===== src/rtl/ibex_pkg_pext.sv =====
// Shared type definitions for the packed-SIMD (Zpn) multiply unit.
// The final enumerator stands in for any decoded Zpn operator this unit does not implement.
package ibex_pkg_pext;

  typedef enum logic [4:0] {
    ZpnSmbb16,
    ZpnSmbt16,
    ZpnSmtt16,
    ZpnKmda,
    ZpnKmxda,
    ZpnSmds,
    ZpnSmxds,
    ZpnSmdrs,
    ZpnKmabb,
    ZpnKmabt,
    ZpnKmatt,
    ZpnKmada,
    ZpnKmaxda,
    ZpnKmads,
    ZpnKmaxds,
    ZpnKmadrs,
    ZpnKmsda,
    ZpnKmsxda,
    ZpnOther
  } zpn_op_e;

endpackage


===== src/rtl/ibex_pext_mul16.sv =====
// Fixed-latency 16x16 signed multiply / multiply-accumulate unit for Zpn operators.
// SingleMult selects one shared multiplier (serial lanes) or two (parallel lanes).
module ibex_pext_mul16
  import ibex_pkg_pext::*;
#(
  parameter bit SingleMult = 1'b1
) (
  input  logic        clk_i,
  input  logic        rst_ni,
  input  logic        valid_i,
  input  zpn_op_e     operator_i,
  input  logic [31:0] rs1_i,
  input  logic [31:0] rs2_i,
  input  logic [31:0] rd_i,
  input  logic        kill_i,
  output logic        ready_o,
  output logic        valid_o,
  output logic [31:0] result_o,
  output logic        ov_o
);

  typedef enum logic [1:0] {StIdle, StMul0, StMul1, StAcc} state_e;
  typedef enum logic [2:0] {SelNone, SelBB, SelBT, SelTT, SelDA, SelXDA} sel_e;

  state_e             state_q, state_d;
  zpn_op_e            op_q;
  logic [31:0]        a_q, b_q, c_q;
  logic signed [32:0] p0_q, p1_q;
  logic               valid_q, ov_q;
  logic [31:0]        result_q;
  logic               accept, mul0_en, mul1_en, acc_en;

  // State register
  always_ff @(posedge clk_i or negedge rst_ni) begin
    if (!rst_ni) begin
      state_q <= StIdle;
    end else begin
      state_q <= state_d;
    end
  end

  // Next-state logic; kill from any busy state returns to idle
  always_comb begin
    state_d = state_q;
    unique case (state_q)
      StIdle:  if (accept) state_d = StMul0;
      StMul0:  state_d = SingleMult ? StMul1 : StAcc;
      StMul1:  state_d = StAcc;
      StAcc:   state_d = StIdle;
      default: state_d = StIdle;
    endcase
    if (kill_i) state_d = StIdle;
  end

  // Per-state outputs and enables
  always_comb begin
    ready_o = (state_q == StIdle);
    accept  = ready_o & valid_i & ~kill_i;
    mul0_en = (state_q == StMul0) & ~kill_i;
    mul1_en = (state_q == StMul1) & ~kill_i;
    acc_en  = (state_q == StAcc) & ~kill_i;
  end

  always_ff @(posedge clk_i or negedge rst_ni) begin
    if (!rst_ni) begin
      op_q <= ZpnOther;
      a_q  <= '0;
      b_q  <= '0;
      c_q  <= '0;
    end else if (accept) begin
      op_q <= operator_i;
      a_q  <= rs1_i;
      b_q  <= rs2_i;
      c_q  <= rd_i;
    end
  end

  sel_e               sel;
  logic signed [16:0] a_lo, a_hi, b_lo, b_hi;
  logic signed [16:0] x0, y0, x1, y1;

  assign a_lo = {a_q[15], a_q[15:0]};
  assign a_hi = {a_q[31], a_q[31:16]};
  assign b_lo = {b_q[15], b_q[15:0]};
  assign b_hi = {b_q[31], b_q[31:16]};

  always_comb begin
    sel = SelNone;
    unique case (op_q)
      ZpnSmbb16, ZpnKmabb: sel = SelBB;
      ZpnSmbt16, ZpnKmabt: sel = SelBT;
      ZpnSmtt16, ZpnKmatt: sel = SelTT;
      ZpnKmda, ZpnSmds, ZpnSmdrs, ZpnKmada, ZpnKmads, ZpnKmadrs, ZpnKmsda: sel = SelDA;
      ZpnKmxda, ZpnSmxds, ZpnKmaxda, ZpnKmaxds, ZpnKmsxda:               sel = SelXDA;
      default: sel = SelNone;
    endcase
  end

  // Lane operands: (x0*y0) forms p0, (x1*y1) forms p1
  always_comb begin
    x0 = '0;
    y0 = '0;
    x1 = '0;
    y1 = '0;
    unique case (sel)
      SelBB: begin x0 = a_lo; y0 = b_lo; end
      SelBT: begin x0 = a_lo; y0 = b_hi; end
      SelTT: begin x0 = a_hi; y0 = b_hi; end
      SelDA: begin x0 = a_hi; y0 = b_hi; x1 = a_lo; y1 = b_lo; end
      SelXDA: begin x0 = a_hi; y0 = b_lo; x1 = a_lo; y1 = b_hi; end
      default: ;
    endcase
  end

  if (SingleMult) begin : g_serial
    logic signed [16:0] mul_x, mul_y;
    logic signed [32:0] prod;

    assign mul_x = (state_q == StMul1) ? x1 : x0;
    assign mul_y = (state_q == StMul1) ? y1 : y0;
    assign prod  = 33'(mul_x) * 33'(mul_y);

    always_ff @(posedge clk_i or negedge rst_ni) begin
      if (!rst_ni) begin
        p0_q <= '0;
        p1_q <= '0;
      end else begin
        if (mul0_en) p0_q <= prod;
        if (mul1_en) p1_q <= prod;
      end
    end
  end else begin : g_parallel
    logic signed [32:0] prod0, prod1;

    assign prod0 = 33'(x0) * 33'(y0);
    assign prod1 = 33'(x1) * 33'(y1);

    always_ff @(posedge clk_i or negedge rst_ni) begin
      if (!rst_ni) begin
        p0_q <= '0;
        p1_q <= '0;
      end else if (mul0_en) begin
        p0_q <= prod0;
        p1_q <= prod1;
      end
    end
  end

  logic signed [34:0] p0_x, p1_x, c_x, sum;
  logic               sat_en;
  logic [31:0]        result_d;
  logic               ov_d;

  assign p0_x = 35'(p0_q);
  assign p1_x = 35'(p1_q);
  assign c_x  = 35'($signed(c_q));

  always_comb begin
    sum    = '0;
    sat_en = 1'b0;
    unique case (op_q)
      ZpnSmbb16, ZpnSmbt16, ZpnSmtt16: sum = p0_x;
      ZpnKmda, ZpnKmxda:               begin sum = p0_x + p1_x; sat_en = 1'b1; end
      ZpnSmds, ZpnSmxds:               sum = p0_x - p1_x;
      ZpnSmdrs:                        sum = p1_x - p0_x;
      ZpnKmabb, ZpnKmabt, ZpnKmatt:    begin sum = c_x + p0_x; sat_en = 1'b1; end
      ZpnKmada, ZpnKmaxda:             begin sum = c_x + p0_x + p1_x; sat_en = 1'b1; end
      ZpnKmads, ZpnKmaxds:             begin sum = c_x + p0_x - p1_x; sat_en = 1'b1; end
      ZpnKmadrs:                       begin sum = c_x + p1_x - p0_x; sat_en = 1'b1; end
      ZpnKmsda, ZpnKmsxda:             begin sum = c_x - p0_x - p1_x; sat_en = 1'b1; end
      default: ;
    endcase
  end

  // Out of 32-bit range when the bits above bit 31 are not a pure sign extension
  always_comb begin
    result_d = sum[31:0];
    ov_d     = 1'b0;
    if (sat_en) begin
      if (!sum[34] && (sum[33:31] != 3'b000)) begin
        result_d = 32'h7FFF_FFFF;
        ov_d     = 1'b1;
      end else if (sum[34] && (sum[33:31] != 3'b111)) begin
        result_d = 32'h8000_0000;
        ov_d     = 1'b1;
      end
    end
  end

  always_ff @(posedge clk_i or negedge rst_ni) begin
    if (!rst_ni) begin
      valid_q  <= 1'b0;
      result_q <= '0;
      ov_q     <= 1'b0;
    end else begin
      valid_q <= acc_en;
      if (acc_en) begin
        result_q <= result_d;
        ov_q     <= ov_d;
      end
    end
  end

  assign valid_o  = valid_q;
  assign result_o = result_q;
  assign ov_o     = ov_q;

endmodule


===== config.mk =====
export PLATFORM = sky130hd
export DESIGN_NAME = ibex_pext_mul16
export DESIGN_NICKNAME = d
export VERILOG_FILES = /design/src/rtl/ibex_pkg_pext.sv /design/src/rtl/ibex_pext_mul16.sv
export SDC_FILE = /design/constraint.sdc
export NUM_CORES = 2
export LEC_CHECK = 0
export BUFFER_PORTS_ARGS = -buffer_cell sky130_fd_sc_hd__buf_2
export CAP_MARGIN = 25
export CORE_ASPECT_RATIO = 1.75
export CORE_UTILIZATION = 35
export CTS_CLUSTER_DIAMETER = 150
export DETAILED_ROUTE_END_ITERATION = 6
export GPL_TIMING_DRIVEN = 0
export HOLD_SLACK_MARGIN = 0.1
export PLACE_DENSITY = 0.5
export SYNTH_ARGS = -nofsm -noshare
export SYNTH_HDL_FRONTEND = slang
export SYNTH_SLANG_ARGS = --single-unit

===== constraint.sdc =====
create_clock -name clk_i -period 8.85 [get_ports clk_i]
set_clock_uncertainty 0.2 [all_clocks]
set_input_delay 1.77 -clock clk_i [delete_from_list [all_inputs] [get_ports clk_i]]
set_output_delay 1.77 -clock clk_i [all_outputs]
set_load 0.01 [all_outputs]

Word-level counts from Yosys, hierarchy flattened

Memory sizes are Yosys's and may differ from the RTL's.
Cells that the tools add are included.

Add/subtract/negate cells: 10
Multipliers: 1
Div/mod/pow operators: 0
$lt $le $gt $ge: 0
Eq/ne operators: 27
Shifts and indexed selects: 0
Mux-type cells: 17
Bitwise gates (word level): 6
Reduce and logical (&&, ||, !) cells: 19

Operator list:

| cell                                           | number |
|---|---|
| one-hot mux 35 bit (9 select lines)            | 1 |
| subtractor 34 x 33 -> 35 bit                   | 3 |
| one-hot mux 17 bit (2 select lines)            | 3 |
| 2-to-1 mux 32 bit                              | 3 |
| adder 32 x 33 -> 34 bit                        | 2 |
| subtractor 33 x 33 -> 34 bit                   | 2 |
| 2-to-1 mux 17 bit                              | 3 |
| == test 5 x 4 -> 1 bit (second input constant) | 8 |
| adder 34 x 33 -> 35 bit                        | 1 |
| adder 33 x 33 -> 34 bit                        | 1 |
| subtractor 32 x 33 -> 34 bit                   | 1 |
| multiplier 17 x 17 -> 33 bit                   | 1 |
| == test 5 x 3 -> 1 bit (second input constant) | 4 |
| OR reduction 2 bit                             | 8 |
| OR reduction 12 bit                            | 1 |
| OR reduction 3 bit                             | 4 |
| == test 5 x 2 -> 1 bit (second input constant) | 2 |
| == test 5 bit (second input constant)          | 2 |
| one-hot mux 2 bit (4 select lines)             | 1 |
| == test 3 x 2 -> 1 bit (second input constant) | 2 |
| == test 3 bit (second input constant)          | 2 |
| AND 1 bit                                      | 5 |
| == test 5 x 1 -> 1 bit (second input constant) | 1 |
| logical NOT 5 bit                              | 1 |
| other kinds (12)                               | 18 |

Register bits: 203
Bits in latches: 0
RAM bits: 0
Memory bits (read-only): 96
Input bits: 105
Output and inout port bits: 35
Word-level logic and storage cells: 91
Memories kept: 1

Memories:

| name            | depth | bits a word | read ports | clocked after Yosys merged registers in | write ports | line                  | RTL |
|---|---|---|---|---|---|---|---|
| (no name shown) | 32    | 3           | 1          | 0                                       | 0           | ibex_pext_mul16.sv:89 | `unique case (op_q)` |

Longest topological paths before layout

Word-level depth: 8
Mapped depth: 42
Depth with buffers taken out: 37

Worst setup path after synthesis

OpenSTA, ideal clock, no wires.

Kind: reg-to-reg
Start: reg op_q[2]
End: reg p1_q[25]
Library setup time: 130 ps
Data arrival time: 8206 ps
Data required time: 8520 ps
Setup slack: 314 ps
Cell stages (with the launch flop): 39
Buffers on the path: 6
Path through: dfrtp_1 > clkbuf_1 > buf_2 > nor2_1 > a31o_2 > clkbuf_1 > and2_1 > clkbuf_1 > nor2_1 > clkbuf_1 > a22oi_1 > nor2_1 > a21oi_1 > nor2_1 > a21oi_1 > clkbuf_1 > nand2_1 > fa_1 > [... 3 more ...] > fa_1 > fa_1 > inv_1 > fa_1 > inv_1 > ha_1 > a21o_1 > a21o_1 > a211oi_1 > a31oi_1 > a211oi_1 > nor2_1 > o21ai_0 > nand2b_1 > a21o_1 > a21oi_1 > xor2_1 > o21ai_0

Longest elaborated chain between the ends: 6
Elaborated cells on any way between the ends: 18

RTL lines:

| item                                                                      | line                                           | RTL |
|---|---|---|
| start, declared                                                           | ibex_pext_mul16.sv:26                          | `zpn_op_e op_q;` |
| start signal, assigned                                                    | ibex_pext_mul16.sv:66                          | `op_q <= ZpnOther;` |
| start signal, assigned                                                    | ibex_pext_mul16.sv:71                          | `op_q <= operator_i;` |
| memory (32 x 3 bit) *                                                     | -                                              |  |
| == test 3 bit (tied with other cells)                                     | ibex_pext_mul16.sv:105                         | `unique case (sel)` |
| OR reduction 3 bit (no source line) or OR reduction 2 bit (tied branches) | -                                              |  |
| one-hot mux 17 bit (2 select lines) or 2-to-1 mux 17 bit (tied branches)  | ibex_pext_mul16.sv:105                         |  |
| 2-to-1 mux 17 bit (on tied branches)                                      | ibex_pext_mul16.sv:119, ibex_pext_mul16.sv:120 |  |
| multiplier 17 x 17 -> 33 bit *                                            | ibex_pext_mul16.sv:121                         | `assign prod = 33'(mul_x) * 33'(mul_y);` |
| end signal, assigned                                                      | ibex_pext_mul16.sv:129                         | `if (mul1_en) p1_q <= prod;` |
| end, declared                                                             | ibex_pext_mul16.sv:28                          | `logic signed [32:0] p0_q, p1_q;` |

Mark *: on every way between the ends. The rest lies on a longest branch, timed or not.
A chain may end at the register's enable or synchronous reset.

Worst setup path after layout

Start: reg p0_q[1]
End: reg result_q[30] (netlist: result_o[30])

Longest elaborated chain between the ends: 8
Elaborated cells on any way between the ends: 18

RTL lines:

| item                                                                    | line                   | RTL |
|---|---|---|
| start, declared                                                         | ibex_pext_mul16.sv:28  |  |
| start signal, assigned                                                  | ibex_pext_mul16.sv:128 | `if (mul0_en) p0_q <= prod;` |
| subtractor 32 x 33 -> 34 bit or adder 32 x 33 -> 34 bit (tied branches) | -                      |  |
| subtractor 34 x 33 -> 35 bit (tied with other cells)                    | ibex_pext_mul16.sv:170 | `ZpnKmsda, ZpnKmsxda: begin sum = c_x - p0_x - p1_x; sat_en = 1'b1; end` |
| one-hot mux 35 bit (9 select lines) *                                   | ibex_pext_mul16.sv:161 | `unique case (op_q)` |
| inequality test 3 bit                                                   | ibex_pext_mul16.sv:183 | `end else if (sum[34] && (sum[33:31] != 3'b111)) begin` |
| logical AND 1 bit                                                       | ibex_pext_mul16.sv:183 |  |
| 2-to-1 mux 32 bit                                                       | ibex_pext_mul16.sv:183 |  |
| 2-to-1 mux 32 bit                                                       | ibex_pext_mul16.sv:180 | `if (!sum[34] && (sum[33:31] != 3'b000)) begin` |
| 2-to-1 mux 32 bit *                                                     | ibex_pext_mul16.sv:179 | `if (sat_en) begin` |
| end signal, assigned                                                    | ibex_pext_mul16.sv:198 | `result_q <= result_d;` |
| end, declared                                                           | ibex_pext_mul16.sv:30  | `logic [31:0] result_q;` |

Marked as above.

==> impl_results.md <==
- Outcome: finished, violations left
- Failing checks: design-rule violations
- Gr ovfl total: 0
- Slowest-stage cell, CP: a2111oi_0
- DIE WIDTH: 245.3 um
- Final Hold Fails: 0
- Reg area: 5087 sq um
- Metal3 WL: 7.056 mm
- Antenna diode count: 0
- Row cnt: 155
- EDFF count, synth: 0
- DR WL/cell: 27.17 um
- Vias in the first global route: 35.63k
- Clk sink count: 203
- Boundary pin count: 140
- M1 wire length: 53.35 mm
- Initial antenna violation count: 1
- Post-layout util: 40.17%
- RePlAce Congestion: 1.079
- ANT nets after route: 0
- Worst Setup End Kind: register
- Maxcap violations: 0
- CTS tree: yes
- Die ar.: 104900 sq um
- CP max stage delay: 720 ps
- Root buf cell: clkbuf_16
- Final cycle utilization of the critical path: 96.35%
- Post-synthesis cell type count: 112
- Syn Nets: 5188
- Final hold slack: 282.1 ps
- Die height: 427.8 um
- Placement Cell Area: 39060 sq um
- Final Cell Area: 41130 sq um
- RR Endpoint: result_o[30]
- Warnings from Yosys: 0
- Mapped Area: 36260 sq um
- Clock Path Buffers: 3
- Later-pin clock latency in the skew report: 650 ps
- Final setup viols: 0
- Post-Synthesis Cells: 4337
- Global-route wire length before repair: 234.9 mm
- Met2 WL post-DR: 82.99 mm
- Post-layout nets: 5422
- Synthesized flop and latch total: 203
- Buffers added on ports: 139
- Worst path depth: 25
- Hold depth: 1
- Most frequent CP cell: o21ai_0
- FILL cells: 10.71k
- CP delay by family, top: compound AO/OA/AOI/OAI gates
- Routed wire length: 161.0 mm
- Max layer used: met5
- Register area share after synthesis: 14.02%
- Crit path buffers/inverters: 2
- Largest net degree at the start of global routing: 82
- Slew Limit Fails: 0
- Required @ worst endpoint: 9130 ps
- Max Fanout on Critical Path: 10
- RSZ-0062 raised after global routing: true
- Placeable Area: 102400 sq um
- Vias post-DR: 33.61k
- Area of the multi-input gates: 28970 sq um
- Critical Path Source Type: register
- TritonCTS Buffers: 25
- Worst hold start: result_o[31]
- Hold_buf cts: 0
- R2R Path Start: p0_q[1]
- Share of layout cells above drive strength 1: 14.88%
- Pre-Repair DR Iteration Count: 7
- Max-slew headroom: 21.64%
- Dominant synthesized flop cell: dfrtp_1
- DRT iter0 DRCs: 2119
- Hold EP: result_o[31]
- CTS clock-pin slew for the worst setup and hold paths: 70 ps
- Avg Inst Size Synth: 8.361 sq um
- Layout area overhead: 13.44%
- Setup Total Neg Slack: 0 ps
- Slew @ Worst Pin: 1175 ps
- Reg2Reg Setup Slack: 320 ps
- CTS H-Tree Depth: 1
- Fmax: 117.3 MHz
- Critical path data arrival time: 8810 ps
- Worst r2r path cells: 25
- Via density: 5.673
- Hold Crit Class: register to register
- DPL Wire Length: 136.9 mm
- Final min period: 8527 ps
- DRC: 16
- Ys async rst share: 100.0%
- Initial Util: 35.41%
- GRT Overall Usage: 30.61%
- WS Path Type: register to register
==> kinds of logic (layout without fill, tap and decap cells) <==
kind of cell,after synthesis,in the layout,share of synthesized area [%]
and+or+nand+nor,1178,1178,14.58
buffers and inverters,749,1002,7.957
muxes,120,120,3.702
adders and majority gates,746,746,33.05
AOI/OAI and AO/OA,1123,1123,21.43
xor gates and xnor gates,218,218,5.266
DFF,203,203,14.02
==> per-layer routing <==
layer	track usage (%)	up-vias
met5	0	-
met4	28.63	2
met3	3.527	549
met2	55.70	1230
met1	29.64	16650
li1	-	15180
==> synth_stat cells (22+ instances only) <==
master    instances  share of area (%)
a21o_1           74                1.5
nor2b_1          36               0.62
mux2_2          113                3.5
a31oi_1          26               0.45
clkbuf_1        141                1.5
or2_2            29               0.50
nor3_1           57               0.79
nand2b_1         44               0.76
o21ai_0         237                3.3
inv_1           566                5.9
a22oi_1          44               0.91
o22ai_2          30                1.0
nor2_1          427                4.4
xor2_1           67                1.6
fa_1            353                 19
dfrtp_1         201                 14
o31ai_1          33               0.68
o21bai_1         41               0.85
a21oi_1         271                3.7
a221oi_1         35               0.85
o211ai_1         28               0.58
ha_1            393                 14
a211oi_1         30               0.62
o22ai_1          22               0.38
nand2_1         394                4.1
xnor2_1         151                3.6
nand3_1          60               0.83
o21a_1           38               0.79
==> state kept, by name, indices dropped and copies added (netlist names) <==
register  flops
valid_o       1
b_q          32
p0_q         33
a_q          32
op_q          5
p1_q         33
result_o     32
state_q       2
c_q          32
ov_o          1
==> what timing repair did <==
action / CTS / global route
buffers inserted: 14 / 25
endpoints found under the setup margin: 60 / 44
gates cloned: 1 / 0
resized for setup: 184 / 71
pin swaps: 11 / 23
==> how the worst max path moves through the flow <==
stage	startpoint	end	slack, ps
final	p0_q[1]	result_o[30]	320
after global routing	op_q[1]	p1_q[25]	-10
after CTS	op_q[1]	p1_q[32]	5
after global placement	op_q[0]	p1_q[32]	-2390
after floorplan	op_q[2]	p1_q[25]	310
after detailed placement	op_q[2]	p1_q[32]	-2200
==> worst register-to-register path: stages (launching register included) <==
cell and delay (ps):
dfrtp_1 630, inv_1 310, ha_1 360, nor2b_1 60, o21ai_0 300, nand4b_1 230, nand4_1 390, a21oi_2 240
nor3_2 500, o21ai_0 380, a2111oi_0 720, xnor2_2 320, ha_1 480, o211ai_1 110, o21ai_1 300, mux2i_1 120
o21ai_0 170, and3_2 360, o41ai_1 130, a2111o_1 360, a2111oi_4 320, o211ai_1 190, or3_4 420, a31oi_4 420
buf_6 260, o22ai_2 110
==> cell usage in the layout, fill, tap and decap left out, drive strengths merged, types with 52 or more instances in the layout <==
cell type	instances
fa	353
a21o	74
mux2	113
clkbuf	158
dfrtp	201
xor2	67
ha	393
nand2	394
xnor2	151
o21ai	254
inv	577
buf	256
a21oi	279
nor2	427
nand3	60
o22ai	52
nor3	60
==> layout make-up <==
cell class              instances  area share, %
clock inverters                15         0.4228
repair buffers                220          3.668
plain buffers                 163          2.187
inverters                     573          5.229
clock buffers                  31          1.649
flip-flops and latches        203          12.37
well taps                    1334          4.058
multi-input cells            3385          70.42
==> metrics by stage <==
| step | std cells | setup slack [ps] |
|---|---|---|
| floorplan | 4337 | 313.6 |
| global placement | 5810 | -2392 |
| detailed placement | 5842 | -2199 |
| CTS | 5891 | 5.015 |
| global route | 5924 | -14.71 |
| finish | 5924 | 323.3 |
Power is left out: the tool's default activity adds up to more than one toggle a clock period on the data nets, which glitch-free logic cannot reach.
